--- config.mk ---
export PLATFORM = sky130hd
export DESIGN_NAME = cpu_sequencer
export DESIGN_NICKNAME = d
export VERILOG_FILES = /design/src/rtl/cpu_sequencer.sv
export SDC_FILE = /design/constraint.sdc
export NUM_CORES = 1
export LEC_CHECK = 0
export BUFFER_PORTS_ARGS = -buffer_cell sky130_fd_sc_hd__clkbuf_2
export CAP_MARGIN = 15
export CORE_UTILIZATION = 45
export CTS_CLUSTER_DIAMETER = 200
export DETAILED_ROUTE_END_ITERATION = 10
export GPL_TIMING_DRIVEN = 0
export PLACE_DENSITY = 0.68
export SLEW_MARGIN = 5
export SYNTH_ARGS = -nofsm -noshare
export SYNTH_HDL_FRONTEND = slang
export SYNTH_SLANG_ARGS = --single-unit
export TNS_END_PERCENT = 50
--- constraint.sdc ---
create_clock -name clk -period 1.9 [get_ports clk]
set_clock_uncertainty 0.15 [all_clocks]
set_input_delay 0.285 -clock clk [delete_from_list [all_inputs] [get_ports clk]]
set_output_delay 0.285 -clock clk [all_outputs]
set_load 0.005 [all_outputs]
--- src/rtl/cpu_sequencer.sv ---
// cpu_sequencer
//
// Multi-cycle fetch/decode/execute/writeback controller for a 4-bit
// processor. It fetches 8-bit instructions from an external instruction
// memory and holds a 4-entry x 4-bit register file. For ADD/SUB it drives
// the operands and opcode of an external 4-bit ALU, then captures the ALU
// result and writes it back.
//
// Instruction encoding (imem_data):
//   [7:6] 00 LDI  rd=[5:4] imm4=[3:0]
//         01 ADD  rd=[5:4] rs=[3:2] rt=[1:0]
//         10 SUB  rd=[5:4] rs=[3:2] rt=[1:0]
//         11 HALT
//
// Ports:
//   clk          system clock, rising edge
//   rst_n        asynchronous active-low reset
//   start        run request
//   imem_addr    instruction address (registered PC)
//   imem_data    instruction word, combinational read of imem_addr
//   alu_a/alu_b  registered ALU operands
//   alu_op       registered ALU opcode (0 = ADD, 1 = SUB)
//   alu_result   ALU result, combinational from alu_a/alu_b/alu_op
//   busy         high in FETCH/DECODE/EXECUTE/WRITEBACK
//   done         one-cycle pulse on entry to HALTED
//   instr_count  retired-instruction counter, saturates at 255
//   dbg_sel      register-file debug read select
//   dbg_data     combinational read of reg[dbg_sel]
//   dbg_state    current FSM state, for observation only
//
// Handshake: start is a plain level request with no acknowledge. It is
// sampled on a rising edge only while the sequencer is in IDLE or HALTED;
// at any other time it has no effect. Completion is signalled by the done
// pulse, and busy reports whether a program is running.

module cpu_sequencer #(
    parameter int IMEM_AW = 4
) (
    input  logic               clk,
    input  logic               rst_n,
    input  logic               start,
    output logic [IMEM_AW-1:0] imem_addr,
    input  logic [7:0]         imem_data,
    output logic [3:0]         alu_a,
    output logic [3:0]         alu_b,
    output logic               alu_op,
    input  logic [3:0]         alu_result,
    output logic               busy,
    output logic               done,
    output logic [7:0]         instr_count,
    input  logic [1:0]         dbg_sel,
    output logic [3:0]         dbg_data,
    output logic [2:0]         dbg_state
);

    localparam logic [2:0] S_IDLE   = 3'd0;
    localparam logic [2:0] S_FETCH  = 3'd1;
    localparam logic [2:0] S_DECODE = 3'd2;
    localparam logic [2:0] S_EXEC   = 3'd3;
    localparam logic [2:0] S_WB     = 3'd4;
    localparam logic [2:0] S_HALTED = 3'd5;

    localparam logic [1:0] OP_LDI  = 2'b00;
    localparam logic [1:0] OP_ADD  = 2'b01;
    localparam logic [1:0] OP_SUB  = 2'b10;
    localparam logic [1:0] OP_HALT = 2'b11;

    logic [2:0]         state;
    logic [IMEM_AW-1:0] pc;
    logic [7:0]         ir;
    logic [3:0]         result_q;
    logic [3:0]         regs [4];

    always_ff @(posedge clk or negedge rst_n) begin
        if (!rst_n) begin
            state       <= S_IDLE;
            pc          <= '0;
            ir          <= '0;
            result_q    <= '0;
            alu_a       <= '0;
            alu_b       <= '0;
            alu_op      <= 1'b0;
            done        <= 1'b0;
            instr_count <= '0;
            for (int i = 0; i < 4; i++) begin
                regs[i] <= '0;
            end
        end else begin
            // done is a pulse: only the HALT decode raises it.
            done <= 1'b0;
            case (state)
                S_IDLE, S_HALTED: begin
                    if (start) begin
                        pc          <= '0;
                        instr_count <= '0;
                        state       <= S_FETCH;
                    end
                end
                S_FETCH: begin
                    ir    <= imem_data;
                    state <= S_DECODE;
                end
                S_DECODE: begin
                    case (ir[7:6])
                        OP_LDI: begin
                            result_q <= ir[3:0];
                            state    <= S_WB;
                        end
                        OP_ADD, OP_SUB: begin
                            // Operands are captured here, before any write,
                            // so rs/rt may alias rd.
                            alu_a  <= regs[ir[3:2]];
                            alu_b  <= regs[ir[1:0]];
                            alu_op <= ir[7];
                            state  <= S_EXEC;
                        end
                        OP_HALT: begin
                            done  <= 1'b1;
                            state <= S_HALTED;
                        end
                        default: state <= S_IDLE;
                    endcase
                end
                S_EXEC: begin
                    // ALU has had a full cycle to settle on the registered operands.
                    result_q <= alu_result;
                    state    <= S_WB;
                end
                S_WB: begin
                    regs[ir[5:4]] <= result_q;
                    pc            <= pc + 1'b1;
                    if (instr_count != 8'hFF) begin
                        instr_count <= instr_count + 8'd1;
                    end
                    state <= S_FETCH;
                end
                default: state <= S_IDLE;
            endcase
        end
    end

    assign imem_addr = pc;
    assign busy      = (state == S_FETCH) || (state == S_DECODE) ||
                       (state == S_EXEC)  || (state == S_WB);
    assign dbg_data  = regs[dbg_sel];
    assign dbg_state = state;

endmodule

# Yosys cells after proc, flatten, opt, wreduce, memory -nomap -nowiden
# Cells that the tools add are included.
# totals
in_bits	17
reg_bits	53
output_inout_bits	30
wordCells	74
# op_classes
n_reduce_logical	14
n_mux	24
n_eq_ne	12
order_cmp	5
bitwise_logic	4
add_sub_neg	2
# op_table
op	count
4-bit two-way mux	9
4-bit binary-select mux with 2-bit select	3
16-bit bitwise mux	1
8-bit two-way mux	2
4-bit one-hot mux with 2 select lines	2
8-bit one-hot mux with 2 select lines	1
3-bit one-hot mux with 5 select lines	1
3-bit >= comparator (second input constant)	4
2-bit inverter with 3-bit output	4
3-bit one-hot mux with 3 select lines	1
8-bit by 1-bit adder with 8-bit output (second input constant)	1
4-bit demux with 2-bit select	1
8-bit != test (second input constant)	1
3-bit by 2-bit equality test with 1-bit output (second input constant)	2
3-bit equality test (second input constant)	2
2-bit AND reduction	3
4-bit by 1-bit adder with 4-bit output (second input constant)	1
2-bit equality test (second input constant)	2
2-bit != test (second input constant)	2
2-bit nonzero test	2
2-bit OR reduction	2
3-bit by 1-bit equality test with 1-bit output (second input constant)	1
3-bit zero test	1
1-bit logical OR	3
other kinds (8)	9

# Logic depth before layout (Yosys ltp)
# Gate-level depths: netlist (run 1).
# depth
ltp_word	6
ltp_mapped	6
mapped_depth_nobuf	5

# Least setup slack after synthesis (run 1)
# OpenSTA, ideal clock, no wires.
# synth_path
path_type	reg-to-reg
startpoint	register state[0] (netlist: dbg_state[0])
endpoint	register regs[12] in the netlist's numbering
stages_incl_launch_ff	6
n_path_buf	2
setup_ns	0.125
required_time_ns	1.625
arrival_ns	1.561
path_slack_ns	0.064
period_less_slack_ns	1.836
path_cell_list	dfrtp_1 buf_6 or3b_1 buf_6 nor3_4 mux2_2
# synth_via
elab_chain_len	1
# synth_rtl
element	line_no	source
start, declared	68	logic [2:0] state;
start signal, assigned	76	state <= S_IDLE;
start signal, assigned	96	state <= S_FETCH;
start signal, assigned	101	state <= S_DECODE;
3-bit equality test	91	case (state)
end signal, assigned by index	130	regs[ir[5:4]] <= result_q;
end, declared	72	logic [3:0] regs [4];
# No other way between the ends.
# A chain may end at the register's enable or synchronous reset.

# Worst setup path after layout (run 1)
# layout_path
startpoint	register state[1] (netlist: dbg_state[1])
endpoint	register regs[12] in the netlist's numbering
# The elaborated chain is that of the path after synthesis.

==> metrics.cfg, run 1 <==
[critical_path]
r2r_slack_ns=0.02
crit_cells=5
cp.buffers_inverters=2
cp.arrival_ns=1.92
path_delay_family=simple AND/OR/NAND/NOR gates
worstSetupStartpointType=flop
crit_top_cell=buf_6
cp_slowest_cell=or3b_4
r2r_end=regs[12]
crit_path_start=dbg_state[1]
timing.rr.start=dbg_state[1]
crit_chain=buf_6, or3b_4, nor3_4, buf_6, mux2_4
critPathKind=flop to flop
rr_worst_depth=5
cp_max_fo=5
end_kind=flop
cpPeakStageDelay_ns=0.44
crit_required_ns=1.94

[routing]
drt_wl_total_um=5330
firstDrtPassIters=4
drcViolationCount=0
wl_per_cell_um=15.6
post_drt_via_cell_ratio=5.67
via_count=1940
drt-initial-drc-count=52
ant_nets=0

[hold_path]
hold_start=imem_data[6]
hold_path_class=input port to flop
min_path_cells=3
min_to=ir[6]

[cts]
clockBufferDepth=2
htreeDepth=2
clock_latency_ns=0.30
clkTransAtPathRegs_ns=0.09
cts.sinks=53
cts-root-buf=clkbuf_8
cts_tree=built
cts_buffers=5

[die]
dieArea_um2=6210
row_count=27
io_pins=47
core_um2=5610
die_h_um=78.8
initial_core_util_pct=47.3
die_x_um=78.8

[final_layout]
n_fill_cell=513
drive_gt1_share_pct=45.2
finalNetCount=292
diodes=0
syn_to_final_growth_pct=19.8

[run]
drv.max_cap_violation_count=0

[placement]
gp_congestion=0.802
numPortBuffers=46
dp_hpwl_um=3820
pre_cts_slack_ns=-0.242

[timing]
hold_viol_final=0
max_freq_ghz=0.533
setup_viol_count_final=0
fin_ws_ns=0.0247
worst_pin_slew_ns=0.649
final.period_utilization_pct=98.7
slew_viol_final=0
fin_tns_setup_ns=0
grt_setup_unrepaired=yes
post-route-min-period_ns=1.88
relSlewSlack_pct=56.8

[logic_synthesis]
syn_inst=209
post-synth-top-count-cell=dfrtp_1
synth.distinct_cells=38
yosys-top-cells-area=dfrtp_1 50%, mux2_2 13%, mux4_2 10%, o21ai_0 3.0%, ha_1 2.4%
synth_top_area_share_pct=50.0
synth-seq-cells=53
synth_edf_count=0
synthArstFlopShare_pct=100
synthesis.area_um2=2650
synth_top_cell_by_area=dfrtp_1
synth_nets=231
synthFlopType=dfrtp_1
yosys-top-cells-count=53 x dfrtp_1, 31 x mux2_2, 16 x o21ai_0
seq_area_frac_synth_pct=50.0
postSynthAreaPerCell_um2=12.7
yosys_warnings=0

[power]
power_density_nw_per_um2=1450
net-switching-power_mw=1.61
switching_share_pct=34.8
intPower_mw=3.01
pwr-share-seq_pct=43.0
p_leak_nw=1.53
vdd_drop_max_v=0.000507
p_clk_share_pct=13.9
p_comb_share_pct=43.1

[grt]
grt_antenna_before_repair=0
grt_pass1_vias=1793
overflow=0
grt_usage_pct=19.2
grt_pass1_wl_um=8950
grt_start_max_net_pins=32

[outcome]
status=finished clean

## flip-flops by register name (all words and copies together) (netlist names), 3 cells and up
register and cells:
dbg_state 3, ir 8, alu_a 4, instr_count 8, regs 16, result_q 4, imem_addr 4, alu_b 4
## metal layers
metal	global-route usage (%)	vias to the layer above	wire length [um]
met5	0	-	0
met4	6.48	0	72
met3	5.86	7	305
met2	28.5	49	2440
met1	26.7	977	2510
li1	-	907	-
## final cells by class
cell class                      count  area, um2  share of cell area (%)
Sequential cell                    53       1330                    41.7
Multi-Input combinational cell    143       1280                    40.4
Timing Repair Buffer               55        317                    9.95
Tap cell                           72       90.1                    2.83
Clock buffer                        7       86.3                    2.71
Buffer                              8       61.3                    1.93
Inverter                            4       15.0                   0.472
## repair_timing
item	in CTS	in global routing
gates resized for setup	9	7
pin swaps	2	0
buffers inserted	7	0
endpoints found under the setup margin	16	26
hold buffers	1	0
hold endpoints to repair	22	0
## worst register-to-register path, delay by kind of cell, from the launching register on
family | cells | cell delay (ns)
AND/OR/NAND/NOR | 2 | 0.62
buffers and inverters | 2 | 0.29
flip-flops | 1 | 0.40
multiplexers | 1 | 0.30
## how the worst max path moves through the flow
stage	endpoint	slack (ns)
after floorplan	regs[12]	0.06
final	regs[12]	0.02
after global routing	regs[14]	-0.03
after detailed placement	regs[7]	-0.24
after global placement	regs[4]	-0.23
after CTS	regs[12]	-0.03
## placed cells by master (no fill, tap or decap), drive strengths merged
master / synthesis / final
clkbuf: 1 / 55
dfrtp: 53 / 53
mux2: 31 / 31
o21ai: 16 / 16
nand2: 14 / 14
buf: 8 / 14
mux4: 12 / 12
a21oi: 10 / 10
o22ai: 8 / 8
nor2: 7 / 7
nor3: 7 / 7
nand3: 6 / 6
and3: 5 / 5
ha: 5 / 5
inv: 4 / 4
nand2b: 3 / 3
a21o: 3 / 3
a211o: 2 / 2
xor2: 2 / 2
a22o: 2 / 2
nor3b: 2 / 2
xnor2: 1 / 1
nor2b: 1 / 1
or3b: 1 / 1
nand4: 1 / 1
o21bai: 1 / 1
o21a: 1 / 1
and4: 1 / 1
or2: 1 / 1
dlygate4sd3: 0 / 1
## power by group through the flow
stage	logic [mW]	clock network [mW]	registers [mW]
floorplan	1.36	0	1.90
global placement	1.84	0	1.97
detailed placement	1.88	0	2.01
CTS	2.00	0.669	1.99
global route	2.20	0.701	2.06
finish	1.99	0.640	1.98
## through the flow
step / std cells / hold slack, ns / util [%] / power [mW] / cell area, um2
after global placement: 327 / 0.340 / 53.0 / 3.81 / 2970
after floorplan: 209 / -0.161 / - / 3.27 / 2650
after detailed placement: 328 / 0.189 / 53.4 / 3.88 / 2990
after global routing: 342 / 0.0491 / 56.7 / 4.96 / 3180
final: 342 / 0.0275 / 56.7 / 4.62 / 3180
after CTS: 343 / 0.0218 / 56.6 / 4.66 / 3180
## kinds of logic (layout without fill, tap and decap cells)
logic type | count (synthesis) | count (layout) | share of synthesized area [%]
buffers and inverters | 13 | 74 | 2.73
multiplexers | 43 | 43 | 23.3
AND/OR/NAND/NOR | 49 | 49 | 10.9
AO/OA/AOI/OAI | 43 | 43 | 9.67
XOR/XNOR | 3 | 3 | 0.990
flip-flops | 53 | 53 | 50.0
adder cells (fa/ha/maj) | 5 | 5 | 2.36
Note: power is estimated with default switching activity, not from simulation.
==> run 2: changes to the inputs <==
==> constraint.sdc (replaced) <==
create_clock -name clk -period 1.6 [get_ports clk]
set_clock_uncertainty 0.15 [all_clocks]
set_input_delay 0.24 -clock clk [delete_from_list [all_inputs] [get_ports clk]]
set_output_delay 0.24 -clock clk [all_outputs]
set_load 0.005 [all_outputs]
==> metrics.cfg, run 2 (synthesis gave the netlist of run 1 again) <==
[cts]
htreeDepth=2
clkTransAtPathRegs_ns=0.10
cts-root-buf=clkbuf_8
cts_tree=built
cts_buffers=5
clockBufferDepth=2
clock_latency_ns=0.31
cts.sinks=53

[die]
dieArea_um2=6210
core_um2=5610
initial_core_util_pct=47.3
die_h_um=78.8
io_pins=47
row_count=27
die_x_um=78.8

[final_layout]
largest_reg_flops=16
multi_input_area_um2=1440
final-seq-area_um2=1330
finalNetCount=310
largest-register=regs
syn_to_final_growth_pct=33.8
final_common_cell=dfrtp_1
final_util_pct=63.3
diodes=0
n_fill_cell=452
drive_gt1_share_pct=54.2
final_cell_area_um2=3550
top_regs=regs x16, instr_count x8, ir x8
layout_common_cells=52 x dfrtp_1, 44 x clkbuf_2, 21 x mux2_4

[grt]
grt_usage_pct=21.1
overflow=0
grt_pass1_wl_um=9940
grt_antenna_before_repair=0
grt_start_max_net_pins=54
grt_pass1_vias=1970

[critical_path]
worstSetupStartpointType=flop
crit_required_ns=1.64
cp_max_fo=6
end_kind=flop
cp.arrival_ns=1.88
critPathKind=flop to flop

[routing]
post_drt_via_cell_ratio=5.61
via_count=2021
drt-initial-drc-count=172
drt_wl_total_um=6300
drcViolationCount=0
wl_per_cell_um=17.5
ant_nets=0
firstDrtPassIters=4

[run]
drv.max_cap_violation_count=0

[timing]
setup_viol_count_final=43
slew_viol_final=0
grt_setup_unrepaired=yes
hold_viol_final=0
final.period_utilization_pct=115
post-route-min-period_ns=1.84
max_freq_ghz=0.545
relSlewSlack_pct=51.0
fin_tns_setup_ns=-6.40
worst_pin_slew_ns=0.736
fin_ws_ns=-0.237

[placement]
placed_cell_area_um2=2980
numPortBuffers=46
dp_hpwl_um=3730
gp_congestion=0.776

[power]
power_density_nw_per_um2=1830
p_total_mw=6.51
vdd_drop_max_v=0.00101
p_leak_nw=1.70

[hold_path]
hold_path_class=input port to flop

[outcome]
violations=negative setup slack
status=complete, but fails checks

[run 2: repair_timing]
action | CTS | global route
cloned | 1 | 0
gates resized for setup | 33 | 35
buffers inserted | 18 | 9
pin swaps | 5 | 12
hold endpoints to repair | 55 | 0
setup endpoints to repair | 44 | 54
hold buffers | 3 | 0
[run 2: power breakdown]
group / leakage (nW) / internal [mW] / total, mW / switching, mW
clock network: 0.0540 / 0.456 / 0.891 / 0.436
registers: 0.689 / 1.85 / 2.52 / 0.668
logic: 0.957 / 1.91 / 3.10 / 1.19
[run 2: cell type report]
class | instances | area share, %
Buffer | 4 | 1.27
Clock buffer | 5 | 1.94
Clock inverter | 2 | 0.987
Inverter | 4 | 0.529
Multi-Input combinational cell | 143 | 40.6
Sequential cell | 53 | 37.4
Tap cell | 72 | 2.54
Timing Repair Buffer | 77 | 14.8
[run 2: layer usage]
metal,vias to the layer above,global-route usage [%],wire (um)
li1,937,-,-
met1,1028,29.7,2940
met2,50,34.0,3010
met3,6,4.14,275
met4,0,4.44,79
met5,-,0,0
[run 2: final timing paths]
kind                              start              to  slack (ns)  depth (start not counted)
min in group asynchronous         rst_n          alu_op        0.39                          2
setup reg to reg           dbg_state[2]  instr_count[7]       -0.24                          7
max in group asynchronous         rst_n    dbg_state[1]        0.39                          2
setup / recovery           dbg_state[2]  instr_count[7]       -0.24                          7
hold / removal             imem_data[1]           ir[1]        0.01                          2
hold reg to reg                alu_b[0]        alu_b[0]        0.37                          1
[run 2: stage by stage]
step / hold slack [ns] / setup WS, ns / instances
after floorplan: -0.206 / -0.235 / 209
after global placement: 0.293 / -0.540 / 327
after detailed placement: 0.220 / -0.559 / 327
after CTS: 0.00606 / -0.304 / 353
after global routing: 0.00283 / -0.297 / 360
final: 0.0118 / -0.237 / 360
[run 2: critical path: stages (launching register included)]
cell and delay, ns:
dfrtp_1 0.41, buf_6 0.14, buf_4 0.15, nor3b_4 0.16
buf_6 0.13, o21a_1 0.12, and3_1 0.18, a211o_2 0.29
